$ cat src/rtl/id_pipe_stage_if.sv
// rtl/id_pipe_stage_if.sv - ID/EX pipeline register bus with valid/ready handshake
interface id_pipe_stage_if #(
  parameter int ARQ     = 16,
  parameter int RW      = 3,
  parameter int JADDR_W = 13
);
  logic               out_valid;
  logic               out_ready;
  logic [ARQ-1:0]     out1;
  logic [ARQ-1:0]     out2;
  logic [ARQ-1:0]     out3;
  logic [ARQ-1:0]     imm;
  logic [JADDR_W-1:0] addr;
  logic [2:0]         opcode;
  logic [RW-1:0]      rd_out;
  logic               jop_lsb;

  modport master (
    output out_valid, out1, out2, out3, imm, addr, opcode, rd_out, jop_lsb,
    input  out_ready
  );

  modport slave (
    input  out_valid, out1, out2, out3, imm, addr, opcode, rd_out, jop_lsb,
    output out_ready
  );
endinterface

$ cat src/rtl/id_pipe_stage.sv
// rtl/id_pipe_stage.sv - decode stage: field decode, 3-read register bank, ID/EX register
// Optional macro ID_FWD_EN bypasses same-cycle writeback data onto the read ports.
module id_pipe_stage #(
  parameter int         ARQ     = 16,
  parameter int         NREG    = 8,
  parameter int         IMM_W   = 10,
  parameter int         JADDR_W = 13,
  parameter logic [2:0] LOAD_OP = 3'b100,
  localparam int        RW      = $clog2(NREG)
) (
  input  logic                     clk,
  input  logic                     rst,
  input  logic [ARQ-1:0]           instr,
  input  logic                     in_valid,
  output logic                     in_ready,
  input  logic                     flush,
  input  logic                     wb_enable,
  input  logic [RW-1:0]            wb_addr,
  input  logic [ARQ-1:0]           wb_result,
  input  logic                     cntrl_mux,
  id_pipe_stage_if.master          ex
);

  logic [2:0]     opcode_d;
  logic [RW-1:0]  rd_d;
  logic [RW-1:0]  rs1_d;
  logic [RW-1:0]  rs2_d;
  logic [ARQ-1:0] imm_d;
  logic [JADDR_W-1:0] addr_d;

  // Fields overlap on purpose; the execute stage picks the format from the opcode.
  assign opcode_d = instr[ARQ-1 -: 3];
  assign rd_d     = instr[ARQ-4 -: RW];
  assign rs1_d    = instr[ARQ-4-RW -: RW];
  assign rs2_d    = instr[ARQ-4-2*RW -: RW];
  assign imm_d    = {{(ARQ-IMM_W){1'b0}}, instr[IMM_W-1:0]};
  assign addr_d   = instr[JADDR_W-1:0];

  logic [ARQ-1:0] bank [NREG];
  logic [ARQ-1:0] wdata;
  logic [ARQ-1:0] rdata1;
  logic [ARQ-1:0] rdata2;
  logic [ARQ-1:0] rdata3;

  assign wdata = cntrl_mux ? wb_result : imm_d;

  always_ff @(posedge clk or posedge rst) begin
    if (rst) begin
      for (int i = 0; i < NREG; i++) bank[i] <= '0;
    end else if (wb_enable) begin
      bank[wb_addr] <= wdata;
    end
  end

`ifdef ID_FWD_EN
  assign rdata1 = (wb_enable && wb_addr == rd_d)  ? wdata : bank[rd_d];
  assign rdata2 = (wb_enable && wb_addr == rs1_d) ? wdata : bank[rs1_d];
  assign rdata3 = (wb_enable && wb_addr == rs2_d) ? wdata : bank[rs2_d];
`else
  assign rdata1 = bank[rd_d];
  assign rdata2 = bank[rs1_d];
  assign rdata3 = bank[rs2_d];
`endif

  logic hazard;
  logic accept;

  // A load still in ID/EX cannot feed any field of the incoming instruction.
  assign hazard = in_valid && ex.out_valid && (ex.opcode == LOAD_OP) &&
                  (ex.rd_out == rd_d || ex.rd_out == rs1_d || ex.rd_out == rs2_d);
  assign in_ready = !flush && !hazard && (!ex.out_valid || ex.out_ready);
  assign accept   = in_valid && in_ready;

  always_ff @(posedge clk or posedge rst) begin
    if (rst) begin
      ex.out_valid <= 1'b0;
      ex.out1      <= '0;
      ex.out2      <= '0;
      ex.out3      <= '0;
      ex.imm       <= '0;
      ex.addr      <= '0;
      ex.opcode    <= '0;
      ex.rd_out    <= '0;
      ex.jop_lsb   <= 1'b0;
    end else if (accept) begin
      ex.out_valid <= 1'b1;
      ex.out1      <= rdata1;
      ex.out2      <= rdata2;
      ex.out3      <= rdata3;
      ex.imm       <= imm_d;
      ex.addr      <= addr_d;
      ex.opcode    <= opcode_d;
      ex.rd_out    <= rd_d;
      ex.jop_lsb   <= opcode_d[0];
    end else if (flush || ex.out_ready) begin
      ex.out_valid <= 1'b0;
    end
  end

endmodule

$ cat src/flat_wrapper.sv
// flat-port wrapper written by rule: the top's interface ports become plain ports
module id_pipe_stage_flat 
#(
  parameter int         ARQ     = 16,
  parameter int         NREG    = 8,
  parameter int         IMM_W   = 10,
  parameter int         JADDR_W = 13,
  parameter logic [2:0] LOAD_OP = 3'b100,
  localparam int        RW      = $clog2(NREG)
)
  (clk, rst, instr, in_valid, in_ready, flush, wb_enable, wb_addr, wb_result, cntrl_mux, ex_out_valid, ex_out1, ex_out2, ex_out3, ex_imm, ex_addr, ex_opcode, ex_rd_out, ex_jop_lsb, ex_out_ready);
  id_pipe_stage_if #(.ARQ(ARQ), .RW(3), .JADDR_W(JADDR_W)) ex_i ();
  input  logic clk;
  input  logic rst;
  input  logic [ARQ-1:0] instr;
  input  logic in_valid;
  output logic in_ready;
  input  logic flush;
  input  logic wb_enable;
  input  logic [RW-1:0] wb_addr;
  input  logic [ARQ-1:0] wb_result;
  input  logic cntrl_mux;
  output wire logic [$bits(ex_i.out_valid)-1:0] ex_out_valid;
  output wire logic [$bits(ex_i.out1)-1:0] ex_out1;
  output wire logic [$bits(ex_i.out2)-1:0] ex_out2;
  output wire logic [$bits(ex_i.out3)-1:0] ex_out3;
  output wire logic [$bits(ex_i.imm)-1:0] ex_imm;
  output wire logic [$bits(ex_i.addr)-1:0] ex_addr;
  output wire logic [$bits(ex_i.opcode)-1:0] ex_opcode;
  output wire logic [$bits(ex_i.rd_out)-1:0] ex_rd_out;
  output wire logic [$bits(ex_i.jop_lsb)-1:0] ex_jop_lsb;
  input wire logic [$bits(ex_i.out_ready)-1:0] ex_out_ready;
  assign ex_out_valid = ex_i.out_valid;
  assign ex_out1 = ex_i.out1;
  assign ex_out2 = ex_i.out2;
  assign ex_out3 = ex_i.out3;
  assign ex_imm = ex_i.imm;
  assign ex_addr = ex_i.addr;
  assign ex_opcode = ex_i.opcode;
  assign ex_rd_out = ex_i.rd_out;
  assign ex_jop_lsb = ex_i.jop_lsb;
  assign ex_i.out_ready = ex_out_ready;
  id_pipe_stage #(.ARQ(ARQ), .NREG(NREG), .IMM_W(IMM_W), .JADDR_W(JADDR_W), .LOAD_OP(LOAD_OP)) u_core (.clk(clk), .rst(rst), .instr(instr), .in_valid(in_valid), .in_ready(in_ready), .flush(flush), .wb_enable(wb_enable), .wb_addr(wb_addr), .wb_result(wb_result), .cntrl_mux(cntrl_mux), .ex(ex_i));
endmodule
$ cat config.mk
export PLATFORM = sky130hd
export DESIGN_NAME = id_pipe_stage_flat
export DESIGN_NICKNAME = d
export VERILOG_FILES = /design/src/rtl/id_pipe_stage_if.sv /design/src/rtl/id_pipe_stage.sv /design/src/flat_wrapper.sv
export SDC_FILE = /design/constraint.sdc
export NUM_CORES = 1
export LEC_CHECK = 0
export ABC_CLOCK_PERIOD_IN_PS = 7100
export BUFFER_PORTS_ARGS = -buffer_cell sky130_fd_sc_hd__buf_2
export CAP_MARGIN = 20
export CORE_ASPECT_RATIO = 0.9
export CORE_MARGIN = 3
export CORE_UTILIZATION = 59
export DETAILED_ROUTE_END_ITERATION = 16
export PLACE_DENSITY = 0.81
export SLEW_MARGIN = 10
export SYNTH_ARGS = -nofsm -noshare
export SYNTH_HDL_FRONTEND = slang
export SYNTH_SLANG_ARGS = --single-unit
$ cat constraint.sdc
create_clock -name clk -period 7.1 [get_ports clk]
set_input_delay 0.355 -clock clk [delete_from_list [all_inputs] [get_ports clk]]
set_output_delay 0.355 -clock clk [all_outputs]
set_load 0.1 [all_outputs]
# Word level (Yosys, flattened, before mapping)
# Cells that the tools add are included.
word_totals:
  output_inout_bits: 86
  wordCells: 60
  inputBits: 42
  romBits: 0
  latchBits: 0
  regBits: 207
  ram_bits: 0
  mem_count: 0
op_classes:
  bitwise: 4
  shifts: 0
  n_eq_ne: 4
  n_div: 0
  n_lt_le_gt_ge: 5
  add_sub_neg: 0
  n_reduce_logical: 15
  multipliers: 0
  mux: 15
op_table:
  columns: ["operator", "count"]
  rows:
  - ["16-bit binary-select mux with 3-bit select", 3]
  - ["128-bit bitwise mux", 1]
  - ["16-bit 2-to-1 mux", 8]
  - ["16-bit demux with 3-bit select", 1]
  - ["4-bit greater-or-equal comparator, second input constant", 4]
  - ["3-bit inverter with 4-bit output", 4]
  - ["3-bit == test", 3]
  - ["1-bit logical AND", 7]
  - ["1-bit logical OR", 4]
  - ["4-bit by 1-bit less-than comparator with 1-bit output, second input constant", 1]
  - ["3-bit == test, second input constant", 1]
  - ["1-bit logical NOT", 3]
  - ["1-bit 2-to-1 mux", 2]
  - ["2-bit nonzero test", 1]

# Depth between registers and ports, before layout
# Gate-level depths: netlist of the first run.
logic_depth:
  depth_word: 9
  depth_mapped: 8
  mapped_depth_nobuf: 5

# Worst setup path before layout of the first run
# OpenSTA, ideal clock, no wires.
synth_path:
  kind: "register to output"
  startpoint: "reg u_core.ex.rd_out[1]"
  endpoint: "out in_ready"
  t_arrival_ps: 3544
  setup_slack_ps: 3201
  stages_incl_launch_ff: 6
  required_ps: 6745
  cell_sequence: "dfrtp_1 xor2_1 nor3_1 a31oi_1 a21oi_1 nor3_1"
synth_between:
  elab_chain_cells: 7
  word_cells_on_any_way: 9
  cone_classes: "eq/ne (3); reduce/logical (6)"
synth_rtl:
  columns: ["element", "line_no", "text"]
  rows:
  - ["from (decl)", "id_pipe_stage_if.sv:19", "output out_valid, out1, out2, out3, imm, addr, opcode, rd_out, jop_lsb,"]
  - ["from (signal assigned)", "id_pipe_stage.sv:93", "ex.rd_out <= rd_d;"]
  - ["3-bit == test", "id_pipe_stage.sv:70", "(ex.rd_out == rd_d || ex.rd_out == rs1_d || ex.rd_out == rs2_d);"]
  - ["1-bit logical OR", "id_pipe_stage.sv:70", null]
  - ["1-bit logical OR *", "id_pipe_stage.sv:70", null]
  - ["1-bit logical AND *", "id_pipe_stage.sv:69", "assign hazard = in_valid && ex.out_valid && (ex.opcode == LOAD_OP) &&"]
  - ["1-bit logical NOT *", "id_pipe_stage.sv:71", "assign in_ready = !flush && !hazard && (!ex.out_valid || ex.out_ready);"]
  - ["1-bit logical AND * (2 in a row)", "id_pipe_stage.sv:71", null]
  - ["to (decl)", "flat_wrapper.sv:17", "output logic in_ready;"]
# Every way passes the cells marked *; elsewhere a longest branch is shown, timed or not.

# Final worst setup path of the first run
layout_path:
  startpoint: "in instr[9]"
  endpoint: "reg u_core.ex.out2[12]"
layout_between:
  elab_chain_cells: 8
  word_cells_on_any_way: 12
  cone_classes: "eq/ne (1); mux (3); bitwise (1); reduce/logical (7)"
layout_rtl:
  columns: ["element", "line_no", "text"]
  rows:
  - ["from (decl)", "flat_wrapper.sv:15", "input logic [ARQ-1:0] instr;"]
  - ["3-bit == test", "id_pipe_stage.sv:70", null]
  - ["1-bit logical OR (2 in a row)", "id_pipe_stage.sv:70", null]
  - ["1-bit logical AND", "id_pipe_stage.sv:69", null]
  - ["1-bit logical NOT", "id_pipe_stage.sv:71", null]
  - ["1-bit logical AND (2 in a row)", "id_pipe_stage.sv:71", null]
  - ["1-bit logical AND", "id_pipe_stage.sv:72", "assign accept = in_valid && in_ready;"]
  - ["to (signal assigned)", "id_pipe_stage.sv:88", "ex.out2 <= rdata2;"]
  - ["to (decl)", "id_pipe_stage_if.sv:19", null]
# Several ways; a longest one is shown, not always the timed one. The select of a mux whose other input is x is not followed.
# A chain may end at the register's enable or synchronous reset.

==> run_results.csv, run 1 <==
group,metric,value,unit
outcome,status,"completed",
global_routing,grt_pass1_wl,38300,um
global_routing,grt_antenna_before_repair,0,
placement,dpl-instance-area,0.0110,mm^2
placement,numPortBuffers,121,
timing,fin_crit,2.81,ns
setup_path,slowest_stage,"buf_2",
synth,ys_types,28,
die,initial_core_util,60.9,%
setup_path,cp_max_fo,44,
clock_tree,root_buffer,"clkbuf_16",
synth,syn_inst,792,
timing,relSlewSlack,31.5,%
layout,syn2layout_area_growth,10.9,%
routing,vias,6826,
setup_path,cp_cell_sequence,"buf_2, xnor2_1, nand3_1, and2_0, a22o_4, buf_4, mux2_4",
setup_path,criticalPathCategory,"primary input to register",
power,p_per_area,458,mW/mm^2
synth,synth_flop_cell,"dfrtp_1",
die,die_w,146,um
die,die_area,0.0192,mm^2
synth,ys_seq_area_share,46.5,%
clock_tree,clk_latency,0.44,ns
power,p_leak,5.24,nW
timing,max_freq,356,MHz
routing,drcViolationCount,0,
timing,hold_violations,0,
placement,detailed_place_hpwl,14500,um
global_routing,track_usage,25.5,%
synth,synth_top_area_share,46.5,%
routing,drt-initial-drc-count,502,
clock_tree,cts_made_buffers,17,
synth,ys_warn_count,0,
die,ios,128,
clock_tree,clk_path_buf_depth,2,
placement,post-place-ws,3.80,ns
setup_path,path_delay_family,"buffers and inverters",
die,num_rows,45,
placement,dpl.cell_count,1084,
layout,fillers,1195,
layout,fin_nets,910,
synth,synth_edf_count,0,
setup_path,arrival,3.12,ns
timing,fin_worst_skew,0.0134,ns
layout,drive_above_1_share,42.3,%
timing,worst_pin_slew,1.03,ns
setup_path,start_kind,"primary input",
timing,setup_viol,0,
synth,synth.area.top_cells,"dfrtp_1, mux4_2, mux2_4",
placement,gp_congestion,0.790,
timing,fin_ws,4.29,ns
routing,ant_nets,0,
run,drv_cap,0,
power,irDropWorstVdd,465,uV
layout,antenna_cells,0,
synth,netlist_area,0.0104,mm^2
timing,drv_slew,0,
setup_path,max_stage_delay,0.76,ns
routing,first_pass_iters,5,
clock_tree,cts_setup_buffers,0,
setup_path,critical_path_required,7.41,ns
setup_path,critPathBufInv,2,
synth,postSynth.asyncResetShare,100,%
timing,rsz0062_at_grt,"no",
worst_hold_path,min_path_type,"primary input to async pin",
clock_tree,cts_resized,0,
clock_tree,clkTransAtPathRegs,0.06,ns
global_routing,grt.overflow.total,0,
setup_path,end_kind,"register",
layout,register_area,0.00483,mm^2
routing,wirelength,24000,um
routing,wl_per_cell,21.5,um
layout,final_area,0.0115,mm^2
clock_tree,cts_tree,"built",
clock_tree,clock_sinks,193,
layout,multi_input_area,0.00509,mm^2
routing,viasPerCell,6.13,
setup_path,rrSetupSlack,4.45,ns
power,total_power,5.28,mW
timing,tns,0,ns
clock_tree,hold_buffers,0,
timing,period_share,39.5,%
layout,final_cells,1114,
global_routing,grt_pass1_vias,6974,
clock_tree,ctsHtreeMaxLevel,4,
synth,ys_ff_latch,193,
die,die_y,132,um
die,core,0.0171,mm^2
timing,holdWs,0.0483,ns
synth,yosys.area.top_type,"dfrtp_1",
layout,final_util,67.6,%
synth,syn_area_per_cell,13.1,um^2
global_routing,grt_max_degree,106,
Yosys cell counts (3+ instances only):
library cell	number
dfrtp_1	193
nand2_1	137
o21ai_0	128
mux4_2	96
mux2_2	63
mux2_4	49
buf_4	31
clkbuf_1	28
buf_2	10
mux2i_1	10
buf_1	7
buf_6	6
xnor2_1	6
nand3_1	5
nor2b_1	4
xor2_1	3
where the power goes:
| part | internal [mW] | leakage, nW | total [mW] | switching, mW |
|---|---|---|---|---|
| Sequential | 1.40 | 2.45 | 1.66 | 0.259 |
| Clock | 0.525 | 0.269 | 0.938 | 0.413 |
| Combinational | 0.690 | 2.52 | 2.69 | 2.00 |
| Total | 2.62 | 5.24 | 5.28 | 2.67 |
registers in the layout (all words and copies together), names as in the netlist:
name                 count
u_core.ex.opcode         3
u_core.ex.out3          16
u_core.ex.addr          10
u_core.ex.out2          16
u_core.ex.rd_out         3
u_core.bank            128
u_core.ex.out_valid      1
u_core.ex.out1          16
layer usage:
| layer | wire length (um) | track usage (%) | vias to the layer above | part of all wire [%] |
|---|---|---|---|---|
| met5 | 0 | 0 | - | 0 |
| met4 | 313 | 7.12 | 0 | 1.3 |
| met3 | 1710 | 5.43 | 29 | 7.1 |
| met2 | 12100 | 41.5 | 302 | 50 |
| met1 | 9880 | 35.4 | 3458 | 41 |
| li1 | - | - | 3037 | - |
worst reg2reg max path, stage by stage (launching register included):
cell	delay [ns]
dfrtp_1	0.52
xor2_1	0.20
nor3_1	0.07
a31oi_1	0.22
a22o_4	0.41
buf_4	0.67
mux2_4	0.43
cells by family (layout without fill, tap and decap cells):
| family | after synthesis | in the layout | synth area share, % |
|---|---|---|---|
| compound gates | 132 | 132 | 6.43 |
| simple gates | 154 | 154 | 5.85 |
| mux | 218 | 218 | 35.7 |
| buf+inv | 85 | 167 | 4.76 |
| xor+xnor | 9 | 9 | 0.759 |
| flops | 193 | 193 | 46.5 |
| other cells | 1 | 6 | 0.0361 |
path summary, 6_finish.rpt:
| path | cells past startpoint | startpoint | endpoint |
|---|---|---|---|
| setup / recovery | 7 | instr[9] | u_core.ex.out2[12]$_DFFE_PP0P_ |
| hold / removal | 2 | rst | u_core.bank[13]$_DFFE_PP0P_ |
| setup reg to reg | 6 | u_core.ex.rd_out[1]$_DFFE_PP0P_ | u_core.ex.out2[12]$_DFFE_PP0P_ |
| hold reg to reg | 1 | u_core.ex.out1[15]$_DFFE_PP0P_ | u_core.ex.out1[15]$_DFFE_PP0P_ |
| max in group asynchronous | 3 | rst | u_core.bank[95]$_DFFE_PP0P_ |
| min in group clk | 2 | instr[15] | u_core.ex.opcode[2]$_DFFE_PP0P_ |
cell usage in the layout, fill, tap and decap left out, drive strengths merged:
cell type,n
nand2,137
a21o,1
o21ai,128
nor3,2
a31oi,1
xor2,3
a21oi,1
nor2,2
mux2i,10
clkinvlp,2
dfrtp,193
inv,2
nand3,5
nor3b,1
mux2,112
bufinv,2
xnor2,6
and2,1
mux4,96
nand4,2
clkinv,5
clkbuf,21
a22o,1
buf,135
conb,6
nor2b,4
final cells by class:
cell class,count,share of cell area [%]
clock buffer,21,3.91
clock inverter,9,0.966
inverter,2,0.130
multi-input combinational,519,44.2
sequential,193,41.9
tap,235,2.55
timing repair buffer,135,6.34
No activity file was read; power rests on OpenSTA's default activity.
==> run 2, diff against run 1 <==
ABC_CLOCK_PERIOD_IN_PS = 2640   (was 7100)
clock period = 2.64 ns   (was 7.1 ns; I/O delays follow)
==> run 2 against run 1 <==
Compared with the run above: clock skew is 0.0043 ns lower; die area stayed put; total power increased to 2.7 times the previous value; clock-buffer cell count shrank 3; clock power grew to 2.8 times the previous value; via count is 1.7% higher; worst setup slack got worse by 3.8 ns; sequential share of layout area is 1.1 points lower; hold slack got worse by 0.025 ns; combinational power increased to 2.7 times the previous value; register-to-register slack got worse by 4.0 ns; critical endpoint is now u_core.ex.addr[6]$_DFFE_PP0P_; largest cell class unchanged.
==> run_results.csv, run 2 (synthesized netlist as in run 1, its figures left out) <==
group,metric,value,unit
layout,final_cell_mix,"dfrtp_1, nand2_1, o21ai_0, buf_2, mux4_2",
setup_path,start_kind,"register",
power,irDropWorstVdd,1070,uV
power,pwr-share-seq,31.0,%
timing,hold_violations,0,
power,internal_power,7.11,mW
routing,vias,6941,
die,core,0.0171,mm^2
die,die_area,0.0192,mm^2
die,die_y,132,um
timing,fin_crit,2.17,ns
layout,layout_commonest_cell,"dfrtp_1",
layout,final_area,0.0118,mm^2
clock_tree,ctsHtreeMaxLevel,4,
clock_tree,cts_resized,0,
worst_hold_path,min_path_type,"primary input to register",
placement,numPortBuffers,121,
clock_tree,cts_tree,"built",
layout,antenna_cells,0,
placement,detailed_place_hpwl,15900,um
setup_path,end_kind,"register",
placement,gp_congestion,0.857,
clock_tree,root_buffer,"clkbuf_16",
layout,largest_register,"u_core.bank",
layout,drive_above_1_share,43.5,%
outcome,status,"completed",
setup_path,rrSetupSlack,0.47,ns
global_routing,grt_pass1_wl,40100,um
layout,syn2layout_area_growth,14.0,%
setup_path,ff2ff_path_depth,6,
global_routing,grt_pass1_vias,7116,
die,die_w,146,um
die,num_rows,45,
power,p_clk_share,18.2,%
setup_path,arrival,2.49,ns
setup_path,criticalPathCategory,"register to register",
timing,holdWs,0.0230,ns
layout,fillers,1190,
die,initial_core_util,60.9,%
timing,setup_viol,0,
timing,period_share,82.0,%
run,drv_cap,0,
timing,fin_worst_skew,0.00914,ns
global_routing,grt.overflow.total,0,
layout,largest_register_ff_count,128,
global_routing,track_usage,27.1,%
setup_path,cp_max_fo,24,
timing,tns,0,ns
power,p_leak,5.39,nW
power,p_comb_share,50.8,%
clock_tree,clock_sinks,193,
power,total_power,14.4,mW
global_routing,grt_antenna_before_repair,0,
setup_path,critical_path_required,2.96,ns
clock_tree,clk_latency,0.44,ns
timing,worst_pin_slew,0.691,ns
layout,fin_nets,933,
clock_tree,cts_made_buffers,17,
routing,ant_nets,0,
clock_tree,clkTransAtPathRegs,0.07,ns
routing,wirelength,25100,um
timing,relSlewSlack,53.8,%
die,ios,128,
global_routing,grt_max_degree,56,
routing,wl_per_cell,22.0,um
power,switchingPower,7.28,mW
timing,max_freq,462,MHz
timing,rsz0062_at_grt,"no",
routing,drcViolationCount,0,
routing,drt-initial-drc-count,540,
timing,drv_slew,0,
placement,dpl-instance-area,0.0112,mm^2
power,p_per_area,1220,mW/mm^2
power,swShare,50.6,%
clock_tree,clk_path_buf_depth,2,
worst_hold_path,min_path_cells,3,
routing,first_pass_iters,4,
routing,viasPerCell,6.09,
## run 2: cell types whose count changed in the layout (fill, tap and decap cells not counted), sizes merged
cell	change
clkbuf	-3
buf	+15
inv	+3
dlygate4sd3	+8
clkinvlp	+2
## run 2: metrics by stage
stage | setup WS, ns | instances | util (%)
floorplan | 0.0176 | 797 | -
global placement | 0.607 | 1099 | 65.4
detailed placement | 0.539 | 1099 | 65.4
CTS | 0.484 | 1139 | 69.4
global route | 0.372 | 1139 | 69.4
finish | 0.475 | 1139 | 69.4
## run 2: layout make-up
class	count	area (um^2)	share of cell area [%]
inverters	2	11.3	0.0951
clock inverters	14	156	1.32
well taps	235	294	2.48
flip-flops and latches	193	4830	40.8
clock buffers	18	439	3.71
repair buffers	158	1010	8.50
multi-input cells	519	5100	43.1
## run 2: layer usage
metal	global-route usage [%]	up-vias	part of all wire, %
li1	-	3090	-
met1	38.0	3528	41
met2	43.3	289	50
met3	6.46	34	7.4
met4	7.38	0	1.8
met5	0	-	0
## run 2: what timing repair did
action | in CTS | in global routing
endpoints found under the hold margin | 30 | 0
hold buffers | 8 | 0
buffers inserted | 0 | 0
setup endpoints to repair | 0 | 0
## run 2: critical path: stages, from the launching register on
cell and delay (ns):
dfrtp_1 0.39, nor2b_1 0.18, nor3b_1 0.32, and2_0 0.22, a22o_4 0.15, buf_4 0.37
mux2_2 0.40
## run 2: final timing paths
path / from / to
min in group asynchronous: rst / u_core.bank[89]$_DFFE_PP0P_
worst min-delay path: flush / u_core.ex.out_valid$_DFFE_PP0P_
max in group asynchronous: rst / u_core.ex.addr[4]$_DFFE_PP0P_
worst min register to register: u_core.ex.out3[6]$_DFFE_PP0P_ / u_core.ex.out3[6]$_DFFE_PP0P_
worst max register to register: u_core.ex.out_valid$_DFFE_PP0P_ / u_core.ex.addr[6]$_DFFE_PP0P_
worst max-delay path: u_core.ex.out_valid$_DFFE_PP0P_ / u_core.ex.addr[6]$_DFFE_PP0P_
## run 2: power by group through the flow
stage               sequential [mW]  combinational (mW)  clock (mW)
floorplan                      7.65                3.11           0
global placement               4.43                7.25           0
detailed placement             4.47                7.32           0
CTS                            4.45                7.35        2.65
global route                   4.57                7.57        2.78
finish                         4.46                7.31        2.62
